**src/rtl/mem_bus_port_pkg.sv**
```systemverilog
// Shared definitions for the memory bus port: FSM encoding, read/write
// encoding, default widths and a helper for sizing the timeout counter.
package mem_bus_port_pkg;

  localparam int unsigned DEF_WORD_WIDTH = 16;
  localparam int unsigned DEF_ADDR_WIDTH = 16;

  localparam int unsigned STATE_W = 2;

  localparam logic [STATE_W-1:0] ST_IDLE    = 2'd0;
  localparam logic [STATE_W-1:0] ST_ACCESS  = 2'd1;
  localparam logic [STATE_W-1:0] ST_DONE    = 2'd2;
  localparam logic [STATE_W-1:0] ST_RELEASE = 2'd3;

  localparam logic R_W_READ  = 1'b0;
  localparam logic R_W_WRITE = 1'b1;

  // Bits needed for a counter running 0..limit-1 (at least one bit).
  function automatic int unsigned cnt_width(input int unsigned limit);
    return (limit < 2) ? 1 : $clog2(limit);
  endfunction

endpackage

```
**src/rtl/mem_bus_port_if.sv**
```systemverilog
// Bus/memory handshake bundle for mem_bus_port.
//   slave  : the port block (samples bus/control/memory, drives MAR/MDR,
//            memory request and ready/err)
//   master : the surrounding datapath, control FSM and memory
interface mem_bus_port_if
  import mem_bus_port_pkg::*;
#(
  parameter int unsigned WIDTH      = DEF_WORD_WIDTH,
  parameter int unsigned ADDR_WIDTH = DEF_ADDR_WIDTH
);

  logic [WIDTH-1:0]      bus;
  logic                  ld_mar;
  logic                  ld_mdr;
  logic                  mio_en;
  logic                  r_w;
  logic [WIDTH-1:0]      mem_rdata;
  logic                  mem_ready;
  logic [ADDR_WIDTH-1:0] mar;
  logic [WIDTH-1:0]      mdr;
  logic [ADDR_WIDTH-1:0] mem_addr;
  logic [WIDTH-1:0]      mem_wdata;
  logic                  mem_req;
  logic                  mem_we;
  logic                  ready;
  logic                  err;

  modport slave (
    input  bus, ld_mar, ld_mdr, mio_en, r_w, mem_rdata, mem_ready,
    output mar, mdr, mem_addr, mem_wdata, mem_req, mem_we, ready, err
  );

  modport master (
    output bus, ld_mar, ld_mdr, mio_en, r_w, mem_rdata, mem_ready,
    input  mar, mdr, mem_addr, mem_wdata, mem_req, mem_we, ready, err
  );

endinterface

```
**src/rtl/mem_bus_timer.sv**
```systemverilog
// Access timeout counter. clr_i reloads the count to zero, en_i advances it.
// tc_o is registered and is high while the count equals LIMIT-1; LIMIT=0
// keeps tc_o low permanently.
//   clk, rst : clock, synchronous active-high reset
//   clr_i    : reload count to zero (has priority over en_i)
//   en_i     : increment count
//   tc_o     : terminal count reached
module mem_bus_timer
  import mem_bus_port_pkg::*;
#(
  parameter int unsigned LIMIT = 64
) (
  input  logic clk,
  input  logic rst,
  input  logic clr_i,
  input  logic en_i,
  output logic tc_o
);

  localparam int unsigned CNT_W = cnt_width(LIMIT);
  localparam logic [CNT_W-1:0] LAST = CNT_W'(LIMIT - 1);
  localparam bit ENABLED = (LIMIT != 0);

  logic [CNT_W-1:0] cnt_q, cnt_d;
  logic             tc_q, tc_d;

  // Next count; terminal flag is precomputed so tc_o needs no decode.
  always_comb begin
    cnt_d = cnt_q;
    tc_d  = tc_q;
    if (clr_i) begin
      cnt_d = '0;
      tc_d  = ENABLED && (LAST == '0);
    end else if (en_i) begin
      cnt_d = cnt_q + CNT_W'(1);
      tc_d  = ENABLED && (cnt_d == LAST);
    end
  end

  always_ff @(posedge clk) begin
    if (rst) begin
      cnt_q <= '0;
      tc_q  <= 1'b0;
    end else begin
      cnt_q <= cnt_d;
      tc_q  <= tc_d;
    end
  end

  assign tc_o = tc_q;

endmodule

```
**src/rtl/mem_bus_port.sv**
```systemverilog
// Receiving end of the shared datapath bus: MAR/MDR registers and the
// memory access handshake toward memory / memory-mapped I/O, with a
// one-cycle ready pulse back to the control state machine.
//   clk, rst       : clock, synchronous active-high reset
//   bif (slave)    : bus, ld_mar, ld_mdr, mio_en, r_w, mem_rdata, mem_ready in;
//                    mar, mdr, mem_addr, mem_wdata, mem_req, mem_we,
//                    ready, err out
module mem_bus_port
  import mem_bus_port_pkg::*;
#(
  parameter int unsigned WIDTH      = DEF_WORD_WIDTH,
  parameter int unsigned ADDR_WIDTH = DEF_ADDR_WIDTH,
  parameter int unsigned TIMEOUT    = 64
) (
  input  logic           clk,
  input  logic           rst,
  mem_bus_port_if.slave  bif
);

  logic [STATE_W-1:0]    state_q,   state_d;
  logic [ADDR_WIDTH-1:0] mar_q,     mar_d;
  logic [WIDTH-1:0]      mdr_q,     mdr_d;
  logic                  mem_req_q, mem_req_d;
  logic                  mem_we_q,  mem_we_d;
  logic                  ready_q,   ready_d;
  logic                  err_q,     err_d;
  logic                  tmr_clr_c, tmr_en_c, tmr_tc;

  // Timer runs only inside ACCESS and is held cleared everywhere else.
  mem_bus_timer #(
    .LIMIT (TIMEOUT)
  ) u_timer (
    .clk   (clk),
    .rst   (rst),
    .clr_i (tmr_clr_c),
    .en_i  (tmr_en_c),
    .tc_o  (tmr_tc)
  );

  // Next-state and register updates.
  always_comb begin
    state_d   = state_q;
    mar_d     = mar_q;
    mdr_d     = mdr_q;
    mem_req_d = mem_req_q;
    mem_we_d  = mem_we_q;
    ready_d   = 1'b0;
    err_d     = err_q;
    tmr_clr_c = 1'b1;
    tmr_en_c  = 1'b0;

    case (state_q)
      ST_IDLE, ST_RELEASE: begin
        if (bif.ld_mar) mar_d = bif.bus[ADDR_WIDTH-1:0];
        if (bif.ld_mdr && !bif.mio_en) mdr_d = bif.bus;
        if (state_q == ST_IDLE) begin
          if (bif.mio_en) begin
            state_d   = ST_ACCESS;
            mem_req_d = 1'b1;
            mem_we_d  = bif.r_w;
          end
        end else if (!bif.mio_en) begin
          state_d = ST_IDLE;
        end
      end

      ST_ACCESS: begin
        tmr_clr_c = 1'b0;
        tmr_en_c  = 1'b1;
        // Completion beats timeout when both land on the same cycle.
        if (bif.mem_ready) begin
          if (mem_we_q == R_W_READ) mdr_d = bif.mem_rdata;
          mem_req_d = 1'b0;
          mem_we_d  = 1'b0;
          ready_d   = 1'b1;
          state_d   = ST_DONE;
        end else if (tmr_tc) begin
          err_d     = 1'b1;
          mem_req_d = 1'b0;
          mem_we_d  = 1'b0;
          ready_d   = 1'b1;
          state_d   = ST_DONE;
        end
      end

      ST_DONE: begin
        // A still-held mio_en parks in RELEASE so it cannot retrigger.
        state_d = bif.mio_en ? ST_RELEASE : ST_IDLE;
      end

      default: state_d = ST_IDLE;
    endcase
  end

  always_ff @(posedge clk) begin
    if (rst) begin
      state_q   <= ST_IDLE;
      mar_q     <= '0;
      mdr_q     <= '0;
      mem_req_q <= 1'b0;
      mem_we_q  <= 1'b0;
      ready_q   <= 1'b0;
      err_q     <= 1'b0;
    end else begin
      state_q   <= state_d;
      mar_q     <= mar_d;
      mdr_q     <= mdr_d;
      mem_req_q <= mem_req_d;
      mem_we_q  <= mem_we_d;
      ready_q   <= ready_d;
      err_q     <= err_d;
    end
  end

  assign bif.mar       = mar_q;
  assign bif.mdr       = mdr_q;
  assign bif.mem_addr  = mar_q;
  assign bif.mem_wdata = mdr_q;
  assign bif.mem_req   = mem_req_q;
  assign bif.mem_we    = mem_we_q;
  assign bif.ready     = ready_q;
  assign bif.err       = err_q;

endmodule

```
**src/flat_wrapper.sv**
```systemverilog
// flat-port wrapper written by rule: the top's interface ports become plain ports
module mem_bus_port_flat import mem_bus_port_pkg::*;
#(
  parameter int unsigned WIDTH      = DEF_WORD_WIDTH,
  parameter int unsigned ADDR_WIDTH = DEF_ADDR_WIDTH,
  parameter int unsigned TIMEOUT    = 64
)
  (clk, rst, bif_bus, bif_ld_mar, bif_ld_mdr, bif_mio_en, bif_r_w, bif_mem_rdata, bif_mem_ready, bif_mar, bif_mdr, bif_mem_addr, bif_mem_wdata, bif_mem_req, bif_mem_we, bif_ready, bif_err);
  mem_bus_port_if #(.WIDTH(WIDTH), .ADDR_WIDTH(ADDR_WIDTH)) bif_i ();
  input  logic clk;
  input  logic rst;
  input wire logic [$bits(bif_i.bus)-1:0] bif_bus;
  input wire logic [$bits(bif_i.ld_mar)-1:0] bif_ld_mar;
  input wire logic [$bits(bif_i.ld_mdr)-1:0] bif_ld_mdr;
  input wire logic [$bits(bif_i.mio_en)-1:0] bif_mio_en;
  input wire logic [$bits(bif_i.r_w)-1:0] bif_r_w;
  input wire logic [$bits(bif_i.mem_rdata)-1:0] bif_mem_rdata;
  input wire logic [$bits(bif_i.mem_ready)-1:0] bif_mem_ready;
  output wire logic [$bits(bif_i.mar)-1:0] bif_mar;
  output wire logic [$bits(bif_i.mdr)-1:0] bif_mdr;
  output wire logic [$bits(bif_i.mem_addr)-1:0] bif_mem_addr;
  output wire logic [$bits(bif_i.mem_wdata)-1:0] bif_mem_wdata;
  output wire logic [$bits(bif_i.mem_req)-1:0] bif_mem_req;
  output wire logic [$bits(bif_i.mem_we)-1:0] bif_mem_we;
  output wire logic [$bits(bif_i.ready)-1:0] bif_ready;
  output wire logic [$bits(bif_i.err)-1:0] bif_err;
  assign bif_i.bus = bif_bus;
  assign bif_i.ld_mar = bif_ld_mar;
  assign bif_i.ld_mdr = bif_ld_mdr;
  assign bif_i.mio_en = bif_mio_en;
  assign bif_i.r_w = bif_r_w;
  assign bif_i.mem_rdata = bif_mem_rdata;
  assign bif_i.mem_ready = bif_mem_ready;
  assign bif_mar = bif_i.mar;
  assign bif_mdr = bif_i.mdr;
  assign bif_mem_addr = bif_i.mem_addr;
  assign bif_mem_wdata = bif_i.mem_wdata;
  assign bif_mem_req = bif_i.mem_req;
  assign bif_mem_we = bif_i.mem_we;
  assign bif_ready = bif_i.ready;
  assign bif_err = bif_i.err;
  mem_bus_port #(.WIDTH(WIDTH), .ADDR_WIDTH(ADDR_WIDTH), .TIMEOUT(TIMEOUT)) u_core (.clk(clk), .rst(rst), .bif(bif_i));
endmodule
```
**config.mk**
```make
export PLATFORM = sky130hd
export DESIGN_NAME = mem_bus_port_flat
export DESIGN_NICKNAME = d
export VERILOG_FILES = /design/src/rtl/mem_bus_port_pkg.sv /design/src/rtl/mem_bus_port_if.sv /design/src/rtl/mem_bus_timer.sv /design/src/rtl/mem_bus_port.sv /design/src/flat_wrapper.sv
export SDC_FILE = /design/constraint.sdc
export NUM_CORES = 1
export LEC_CHECK = 0
export ABC_AREA = 1
export CORE_MARGIN = 2
export CORE_UTILIZATION = 45
export CTS_CLUSTER_DIAMETER = 80
export DETAILED_ROUTE_END_ITERATION = 10
export GPL_ROUTABILITY_DRIVEN = 0
export PLACE_DENSITY = 0.86
export SLEW_MARGIN = 10
export SYNTH_ARGS = -nofsm -noshare
export SYNTH_HDL_FRONTEND = slang
export SYNTH_SLANG_ARGS = --single-unit
```
**constraint.sdc**
```tcl
create_clock -name clk -period 3.35 [get_ports clk]
set_input_delay 0.5025 -clock clk [delete_from_list [all_inputs] [get_ports clk]]
set_output_delay 0.5025 -clock clk [all_outputs]
set_load 0.01 [all_outputs]
```
==> run metrics, run 1 <==
outcome=finished clean; drt wl/cell=13.0 µm; Slew @ Worst Pin=0.965 ns; Syn Inst Count=331; cell-internal power=1.59 mW; CP Max Fanout=32; Layout Utilization=0.647; PwrDens=776 nW/µm²; crit path cell chain=inv_1 > ha_1 > buf_4 > nand2_1 > nand2_1 > nand3_1 > nand2_1 > nor2_1; DRT Pass-1 Iters=4; via count=2255; Total Power=2.55 mW; Filler cells=466; number of synthesized flops with an enable pin=0; max-slew violations=0; count of cell types in the netlist=22; vias in the first global route=2135; CP Data Required Time=3.54 ns; unrepaired setup endpoints after global routing=false; DR vias/cell=4.79; Post-synth top cells=72 x nand2_1, 59 x nor2_1, 45 x dfxtp_1, 33 x buf_4, 24 x nand3_1; # Max-Cap Violations=0; I/O pin cnt=107; total congestion overflow=0; Slowest-stage cell, CP=nand2_1; initial antenna violation count=0; placed cell area=3170 µm²; Root Buffer=clkbuf_8; cell accounting for the most synthesized area=dfxtp_1; Post-Synthesis Net Count=375; worst min-delay path category=flop to flop; Area contributors post-synth=dfxtp_1 39%, nand2_1 12%, buf_4 11%; combinational share of power=0.519; Setup Viol. Count Final=0; Synth Warn #=0; synthesized area=2340 µm²; Max IR drop VDD=396 µV; critical path arrival=2.33 ns; switching share of power=0.375; Critical Path Max Stage Delay=0.73 ns; crit-path most repeated cell=nand2_1; CTS max path bufs=2; Synth async-reset ratio=0; ant diodes=0; path type of the worst setup path=flop to flop; post-cts sizing count=0; skew final=0.0132 ns; FMAX=468 MHz; fin crit period=2.14 ns; H-tree levels=2; Final Hold Viols=0; switching pwr=0.956 mW; CTS Buf Count=5; post-route cell area=3280 µm²; multi-input logic area=1050 µm²; row cnt=26; Seq pwr share=0.318; clock power share=0.162; HPWL Detailed=4680 µm; count leader, synth=nand2_1; Primary FF master, synth=dfxtp_1; #FFs+latches synth=45; chip width=76.1 µm; die height=76.1 µm; Residual DRC=0; die area=5790 µm²; drt total wl=6130 µm; Post-CTS Setup Inserts=0; first-pass GRT wire length=10100 µm; Layout area overhead=40.3%; period utilisation layout=0.638; post-route antenna net violation count=0; setup_tns=0 ns; largest net degree at the start of global routing=35; Syn Area/Cell=7.07 µm²; leak pwr=1.32 nW; register area share after synthesis=0.385; Clk pin slew, worst setup/hold paths=0.08 ns; share of layout cells above drive strength 1=0.0424; Post-CTS Hold Buffers=0; number of clock sinks=45; Final nets=444; total core area=5070 µm²; CP endpoint kind=flop; CTS tree=done; total track usage=0.218; slew margin rel.=0.355; register area=901 µm²; number of buffers added on ports=106; Skew-Pair Late Insertion Delay=0.31 ns; initial DRC count=119; top cell type's share of synthesized area=0.385; Starting Density=0.461; Worst setup SP type=flop
cells in the final DEF, fill, tap and decap left out, drive strengths merged, types with 2 or more instances in the layout:
master         instances
o21ai                 19
nor2                  61
dfxtp                 45
inv                   15
and2                  16
nand3                 25
nand2                 74
buf                    2
clkdlybuf4s50        106
a21oi                 21
ha                     5
clkbuf                 6
nand4                  2
state kept, by name, summed over array words and instances, names as in the netlist:
signal                flops
u_core.state_q            2
u_core.u_timer.cnt_q      6
u_core.bif.mem_req        1
u_core.bif.err            1
u_core.bif.mar           16
u_core.bif.mdr           16
u_core.u_timer.tc_o       1
u_core.bif.mem_we         1
u_core.bif.ready          1
cell type report:
class	count	share of cell area
inverters	15	0.0172
repair buffers	108	0.328
flip-flops and latches	45	0.274
well taps	70	0.0267
multi-input cells	225	0.320
clock inverters	2	0.0118
clock buffers	6	0.0221
metal layers:
| layer | track usage | up-vias | wire [µm] | part of all wire |
|---|---|---|---|---|
| li1 | - | 1148 | - | - |
| met1 | 0.247 | 999 | 2530 | 0.41 |
| met2 | 0.401 | 100 | 3130 | 0.51 |
| met3 | 0.0509 | 8 | 387 | 0.063 |
| met4 | 0.0727 | 0 | 82 | 0.013 |
| met5 | 0 | - | 0 | 0 |
final timing paths:
check                                  startpoint                              end  slack, ns  cells past startpoint
setup / recovery   u_core.state_q[1]$_SDFFE_PP0P_   u_core.bif.mdr[0]$_SDFFE_PP0P_       1.21                      8
hold reg to reg   u_core.bif.mem_req$_SDFFE_PP0P_  u_core.bif.mem_req$_SDFFE_PP0P_       0.47                      2
setup reg to reg   u_core.state_q[1]$_SDFFE_PP0P_   u_core.bif.mdr[0]$_SDFFE_PP0P_       1.21                      8
hold / removal    u_core.bif.mem_req$_SDFFE_PP0P_  u_core.bif.mem_req$_SDFFE_PP0P_       0.47                      2
power by group through the flow:
stage                     clock (mW)  combinational [mW]  sequential [mW]
after floorplan                    0               0.788            0.866
after global placement             0                1.29            0.817
after detailed placement           0                1.32            0.824
after CTS                      0.423                1.33            0.813
after global routing           0.439                1.44            0.836
final                          0.413                1.32            0.810
cells by family after synthesis:
group,Yosys count,synth area share
fa+ha+maj,5,0.0267
compound gates,42,0.0931
buf+inv,61,0.166
simple gates,178,0.329
flops,45,0.385
critical path, delay by kind of cell (launching register included):
family        cells  cell delay [ns]
simple gates      5             1.22
buf+inv           2             0.35
flops             1             0.32
fa+ha+maj         1             0.15
through the flow:
step / worst slack (ns) / hold slack, ns / instances
floorplan: 1.94 / 0.441 / 331
global placement: 1.16 / 0.459 / 463
detailed placement: 1.11 / 0.462 / 463
CTS: 1.25 / 0.477 / 471
global route: 0.975 / 0.503 / 471
finish: 1.21 / 0.474 / 471
Note: power is estimated with default switching activity, not from simulation.
==> run 2: changes to the inputs <==
--- a/config.mk
+++ b/config.mk
@@ -7,11 +7,11 @@
 export LEC_CHECK = 0
 export ABC_AREA = 1
 export CORE_MARGIN = 2
-export CORE_UTILIZATION = 45
+export CORE_UTILIZATION = 42
 export CTS_CLUSTER_DIAMETER = 80
 export DETAILED_ROUTE_END_ITERATION = 10
 export GPL_ROUTABILITY_DRIVEN = 0
-export PLACE_DENSITY = 0.86
+export PLACE_DENSITY = 0.81
 export SLEW_MARGIN = 10
 export SYNTH_ARGS = -nofsm -noshare
 export SYNTH_HDL_FRONTEND = slang
==> constraint.sdc (replaced) <==
create_clock -name clk -period 2.1 [get_ports clk]
set_input_delay 0.315 -clock clk [delete_from_list [all_inputs] [get_ports clk]]
set_output_delay 0.315 -clock clk [all_outputs]
set_load 0.01 [all_outputs]
==> run 2 against run 1 <==
Via count up 0.35%. Combinational power grew 58%. Worst hold slack improved by 0.0026 ns. Final cell count grew 0.85%. Setup slack got worse by 0.81 ns. Power up 53%. Flip-flop and latch count is the same. Largest cell class unchanged.
==> run metrics, run 2 (synthesis gave the netlist of run 1 again) <==
outcome=finished clean; Final Hold Viols=0 (unchanged); M3 GR Usage=0.0402 (-0.0107); CP Max Fanout=17 (-47%); setup_tns=0 ns (unchanged); Clk pin slew, worst setup/hold paths=0.08 ns (about the same); Filler cells=509 (+9.2%); initial antenna violation count=0 (unchanged); CP Data Required Time=2.32 ns (-1.22 ns); placed cell area=3190 µm² (+0.55%); total track usage=0.197 (-0.0206); # Max-Cap Violations=0 (unchanged); chip width=78.6 µm (+3.3%); die height=78.6 µm (+3.3%); leak pwr=1.31 nW (-0.53%); critical path arrival=1.92 ns (-0.41 ns); DRT Pass-1 Iters=4 (unchanged); Starting Density=0.430 (-0.0309); Residual DRC=0 (unchanged); post-route cell area=3270 µm² (-0.31%); vias in the first global route=2183 (+2.2%); I/O pin cnt=107 (unchanged); period utilisation layout=0.808 (+0.170); Root Buffer=clkbuf_8; total congestion overflow=0 (unchanged); die area=6180 µm² (+6.8%); CTS Buf Count=5 (unchanged); Post-CTS Setup Inserts=0 (unchanged); register area=901 µm² (unchanged); worst min-delay path category=flop to flop; fin crit period=1.70 ns (-0.442 ns); Slew @ Worst Pin=0.454 ns (-0.512 ns); max-slew violations=0 (unchanged); commonest non-fill, non-tap cell in the layout=clkdlybuf4s50_1; initial DRC count=122 (+2.5%); HPWL Detailed=4610 µm (-1.6%); Final nets=446 (+0.45%); Setup Viol. Count Final=0 (unchanged); Hold Slack=0.476 ns (+0.00262 ns); multi-input logic area=1050 µm² (unchanged); Worst setup SP type=flop; ant diodes=0 (unchanged); post-cts sizing count=0 (unchanged); met1 Use GR=0.233 (-0.0142); FMAX=589 MHz (+26%); PwrDens=1190 nW/µm² (+53%); GR met2 Demand/Resource=0.357 (-0.0436); H-tree levels=2 (unchanged); via count=2263 (+0.35%); largest net degree at the start of global routing=35 (unchanged); busiest grt layer=met2; share of layout cells above drive strength 1=0.0447 (+0.00227); CTS tree=done; CP endpoint kind=flop; drt total wl=5890 µm (-4.0%); Slowest-stage cell, CP=inv_1; crit path cell chain=inv_1 > ha_1 > inv_2 > nand2_2 > inv_1 > nor2_1 > nor2_1; drt wl/cell=12.4 µm (-4.8%); CTS max path bufs=2 (unchanged); row cnt=27 (+3.8%); unrepaired setup endpoints after global routing=false; slew margin rel.=0.697 (+0.342); number of clock sinks=45 (unchanged); Layout Utilization=0.602 (-0.0451); Critical Path Max Stage Delay=0.41 ns (-0.32 ns); Skew-Pair Late Insertion Delay=0.29 ns (-0.02 ns); DR vias/cell=4.76 (-0.49%); first-pass GRT wire length=9800 µm (-2.5%); Max IR drop VDD=594 µV (+50%); post-route antenna net violation count=0 (unchanged); path type of the worst setup path=flop to flop; number of buffers added on ports=106 (unchanged); skew final=0.00977 ns (-0.00340 ns); most frequent cells in the layout=106 x clkdlybuf4s50_1, 72 x nand2_1, 59 x nor2_1; Layout area overhead=39.8%; Post-CTS Hold Buffers=0 (unchanged); total core area=5440 µm² (+7.2%)
==> run 2: cell types whose count changed in the layout (fill, tap and decap cells not counted), sizes merged <==
cell	change
clkinv	-1
bufinv	-1
buf	+2
clkinvlp	+1
clkbuf	+1
==> run 2: worst max-delay path, delay by kind of cell, from the launching register on <==
kind          cells  cell delay, ns
fa+ha+maj         1            0.32
buf+inv           3            0.60
flops             1            0.34
simple gates      3            0.38
==> run 2: layer usage <==
| layer | share of wire | routed length [µm] |
|---|---|---|
| met2 | 0.50 | 2950 |
| met1 | 0.41 | 2440 |
| met3 | 0.074 | 433 |
| met5 | 0 | 0 |
| met4 | 0.011 | 65 |
==> run 2: worst paths after layout <==
kind	slack (ns)	to	depth (start not counted)	startpoint
max	0.40	u_core.bif.mar[11]$_SDFFE_PP0P_	7	u_core.state_q[0]$_SDFFE_PP0P_
min	0.48	u_core.bif.mem_req$_SDFFE_PP0P_	2	u_core.bif.mem_req$_SDFFE_PP0P_
max reg2reg	0.40	u_core.bif.mar[11]$_SDFFE_PP0P_	7	u_core.state_q[0]$_SDFFE_PP0P_
min reg2reg	0.48	u_core.bif.mem_req$_SDFFE_PP0P_	2	u_core.bif.mem_req$_SDFFE_PP0P_
==> run 2: cell type report <==
cell class	count	share of cell area
clock buffer	7	0.0233
clock inverter	1	0.00229
inverter	15	0.0172
multi-input combinational	225	0.321
sequential	45	0.275
tap	72	0.0275
timing repair buffer	110	0.333
==> run 2: power by group <==
part | switching, mW | leakage [nW] | internal (mW)
Clock | 0.273 | 0.0385 | 0.236
Sequential | 0.186 | 0.370 | 1.10
Combinational | 1.00 | 0.901 | 1.09
Total | 1.46 | 1.31 | 2.42
==> run 2: metrics by stage <==
step / instances / total power [mW] / setup WS, ns
after floorplan: 331 / 2.64 / 0.685
after global placement: 467 / 3.36 / 0.441
after detailed placement: 467 / 3.42 / 0.417
after CTS: 475 / 3.93 / 0.421
after global routing: 475 / 4.21 / 0.222
final: 475 / 3.88 / 0.403
==> run 3: changes to the inputs <==
--- a/config.mk
+++ b/config.mk
@@ -7,11 +7,11 @@
 export LEC_CHECK = 0
 export ABC_AREA = 1
 export CORE_MARGIN = 2
-export CORE_UTILIZATION = 42
+export CORE_UTILIZATION = 38
 export CTS_CLUSTER_DIAMETER = 80
 export DETAILED_ROUTE_END_ITERATION = 10
 export GPL_ROUTABILITY_DRIVEN = 0
-export PLACE_DENSITY = 0.81
+export PLACE_DENSITY = 0.77
 export SLEW_MARGIN = 10
 export SYNTH_ARGS = -nofsm -noshare
 export SYNTH_HDL_FRONTEND = slang
==> constraint.sdc (replaced) <==
create_clock -name clk -period 1.4 [get_ports clk]
set_input_delay 0.21 -clock clk [delete_from_list [all_inputs] [get_ports clk]]
set_output_delay 0.21 -clock clk [all_outputs]
set_load 0.01 [all_outputs]
==> run 3 against run 2 <==
The run now ends with negative setup slack left. Clock power increased by 62%. Cell area grew 8.7%. Critical endpoint is now u_core.bif.mar[13]$_SDFFE_PP0P_. Register-to-register slack got worse by 0.42 ns. Wire length grew 11%. First-iteration DRC count rose by 16%. Setup slack worse by 0.42 ns. Via count rose by 4.0%. Count of clock-buffer cells in the layout fell by 1. Maximum frequency increased by 20%. Global-route usage fell by 1.1 points. Final cell count up 3.6%.
==> run metrics, run 3 (synthesis gave the netlist of run 1 again) <==
outcome=finished, violations left; failing checks=negative setup slack; Layout area overhead=52.0%; period utilisation layout=1.01 (+0.206); FMAX=705 MHz (+20%); HP Start=u_core.bif.mem_req$_SDFFE_PP0P_; Critical R2R Capture=u_core.bif.mar[13]$_SDFFE_PP0P_; Residual DRC=0 (unchanged); Reg2Reg Setup Slack=-0.02 ns (-0.42 ns); CP Data Required Time=1.59 ns (-0.73 ns); CTS tree=done; Skew-Pair Late Insertion Delay=0.30 ns (about the same); DR vias/cell=4.78 (+0.43%); setup_tns=-0.118 ns (-0.118 ns); Seq pwr share=0.314 (-0.017); total congestion overflow=0 (unchanged); ant diodes=0 (unchanged); via count=2354 (+4.0%); Filler cells=569 (+12%); commonest non-fill, non-tap cell in the layout=nand2_1; # Max-Cap Violations=0 (unchanged); Slew @ Worst Pin=0.222 ns (-0.232 ns); share of layout cells above drive strength 1=0.173 (+0.128); path type of the worst setup path=flop to flop; H-tree levels=2 (unchanged); I/O pin cnt=107 (unchanged); M3 GR Usage=0.0402 (about the same); DRT Pass-1 Iters=4 (unchanged); unrepaired setup endpoints after global routing=true; WHS Endpoint=u_core.bif.mem_req$_SDFFE_PP0P_; initial DRC count=141 (+16%); combinational share of power=0.554 (+0.016); drt wl/cell=13.3 µm (+7.2%); die area=6800 µm² (+10%); Final nets=461 (+3.4%); total track usage=0.186 (-0.0111); critical path arrival=1.61 ns (-0.31 ns); switching pwr=2.54 mW (+74%); worst min-delay path category=flop to flop; busiest grt layer=met2; Clk pin slew, worst setup/hold paths=0.08 ns (about the same); Worst setup SP type=flop; Hold Slack=0.460 ns (-0.0164 ns); CTS max path bufs=2 (unchanged); Worst Slack Setup Final=-0.0192 ns (-0.422 ns); CTS Buf Count=5 (unchanged); clock power share=0.132 (about the same); R2R cell count=7 (unchanged); PwrDens=1750 nW/µm² (+47%); first-pass GRT wire length=9630 µm (-1.8%); chip width=82.5 µm (+4.9%); slew margin rel.=0.852 (+0.155); largest net degree at the start of global routing=35 (unchanged); number of clock sinks=45 (unchanged); Final Hold Viols=0 (unchanged); max-slew violations=0 (unchanged); initial antenna violation count=0 (unchanged); number of buffers added on ports=106 (unchanged); leak pwr=1.70 nW (+30%); HPWL Detailed=4590 µm (-0.40%); switching share of power=0.408 (+0.0320); vias in the first global route=2121 (-2.8%); skew final=0.00863 ns (-0.00114 ns); post-route antenna net violation count=0 (unchanged); Starting Density=0.395 (-0.0350); GR met2 Demand/Resource=0.329 (-0.0282); final cell count without fillers=492 (+3.6%); row cnt=28 (+3.7%); drt total wl=6540 µm (+11%); CP endpoint kind=flop; Total Power=6.22 mW (+60%); most frequent cells in the layout=66 x nand2_1, 65 x dlygate4sd2_1, 55 x nor2_1; CP Max Fanout=16 (-1); cell-internal power=3.68 mW (+52%); die height=82.5 µm (+4.9%); r2r startpoint=u_core.state_q[1]$_SDFFE_PP0P_; Root Buffer=clkbuf_8; Setup Viol. Count Final=13 (+13); Hold Crit Depth=2 (unchanged); fin crit period=1.42 ns (-0.278 ns); DP Cell Count=478 (+2.4%); total core area=5920 µm² (+8.9%); Max IR drop VDD=833 µV (+40%); met1 Use GR=0.227 (-0.00603)
[run 3: cell count changes in the layout (fill, tap and decap cells not counted), moves of 4 or more]
cell and change:
nand2_1 -6, buf_4 +8, nand3_1 -4, nor2_2 +4
nor2_1 -4, clkdlybuf4s50_1 -67, dlygate4sd2_1 +65, nand2_2 +5
a21oi_1 -16, a21oi_2 +14
[run 3: power by group through the flow]
stage	clock [mW]	sequential, mW	combinational [mW]
final	0.824	1.95	3.44
after global routing	0.898	2.01	3.80
after CTS	0.844	1.94	3.33
after detailed placement	0	1.96	3.30
after global placement	0	1.95	3.24
after floorplan	0	2.07	1.88
[run 3: layer usage]
metal | routed length (µm) | share of wire | vias up
li1 | - | - | 1183
met1 | 2710 | 0.41 | 1075
met2 | 3210 | 0.49 | 91
met3 | 542 | 0.083 | 5
met4 | 71 | 0.011 | 0
met5 | 0 | 0 | -
[run 3: worst max-delay path by stage]
stage / start / endpoint / slack (ns) / cells past startpoint
floorplan: u_core.state_q[0]$_SDFFE_PP0P_ / u_core.bif.mdr[0]$_SDFFE_PP0P_ / -0.01 / 9
global placement: u_core.state_q[1]$_SDFFE_PP0P_ / u_core.bif.mdr[15]$_SDFFE_PP0P_ / -0.08 / 8
detailed placement: u_core.state_q[0]$_SDFFE_PP0P_ / u_core.bif.mar[4]$_SDFFE_PP0P_ / -0.11 / 7
CTS: u_core.state_q[1]$_SDFFE_PP0P_ / u_core.bif.mdr[0]$_SDFFE_PP0P_ / -0.04 / 9
global route: u_core.state_q[1]$_SDFFE_PP0P_ / u_core.bif.mdr[5]$_SDFFE_PP0P_ / -0.11 / 8
finish: u_core.state_q[1]$_SDFFE_PP0P_ / u_core.bif.mar[13]$_SDFFE_PP0P_ / -0.02 / 7
[run 3: per-stage QoR]
step	setup WS [ns]	instance area [µm²]	util
after detailed placement	-0.108	3290	0.556
after CTS	-0.0413	3490	0.590
final	-0.0192	3560	0.601
after floorplan	-0.0149	2340	-
after global placement	-0.0754	3290	0.556
after global routing	-0.107	3560	0.601
[run 3: worst max-delay path, cell delays in order (launching register included)]
cell	delay, ns
dfxtp_2	0.36
inv_4	0.05
ha_4	0.25
inv_4	0.07
nand2_2	0.10
buf_4	0.20
o21ai_0	0.21
nor2_1	0.06
[run 3: final cells by class]
| type | instances | area (µm²) | area share |
|---|---|---|---|
| Multi-Input combinational cell | 225 | 1210 | 0.340 |
| Timing Repair Buffer | 124 | 1180 | 0.333 |
| Sequential cell | 45 | 905 | 0.254 |
| Tap cell | 75 | 93.8 | 0.0264 |
| Clock buffer | 6 | 82.6 | 0.0232 |
| Inverter | 15 | 67.6 | 0.0190 |
| Clock inverter | 1 | 7.51 | 0.00211 |
| Timing Repair inverter | 1 | 7.51 | 0.00211 |
[run 3: repair_timing]
item,CTS,global route
gates resized for setup,95,23
gates cloned,2,1
pin swaps,1,8
setup buffers,4,2
setup endpoints to repair,98,37
hold buffers,0,0
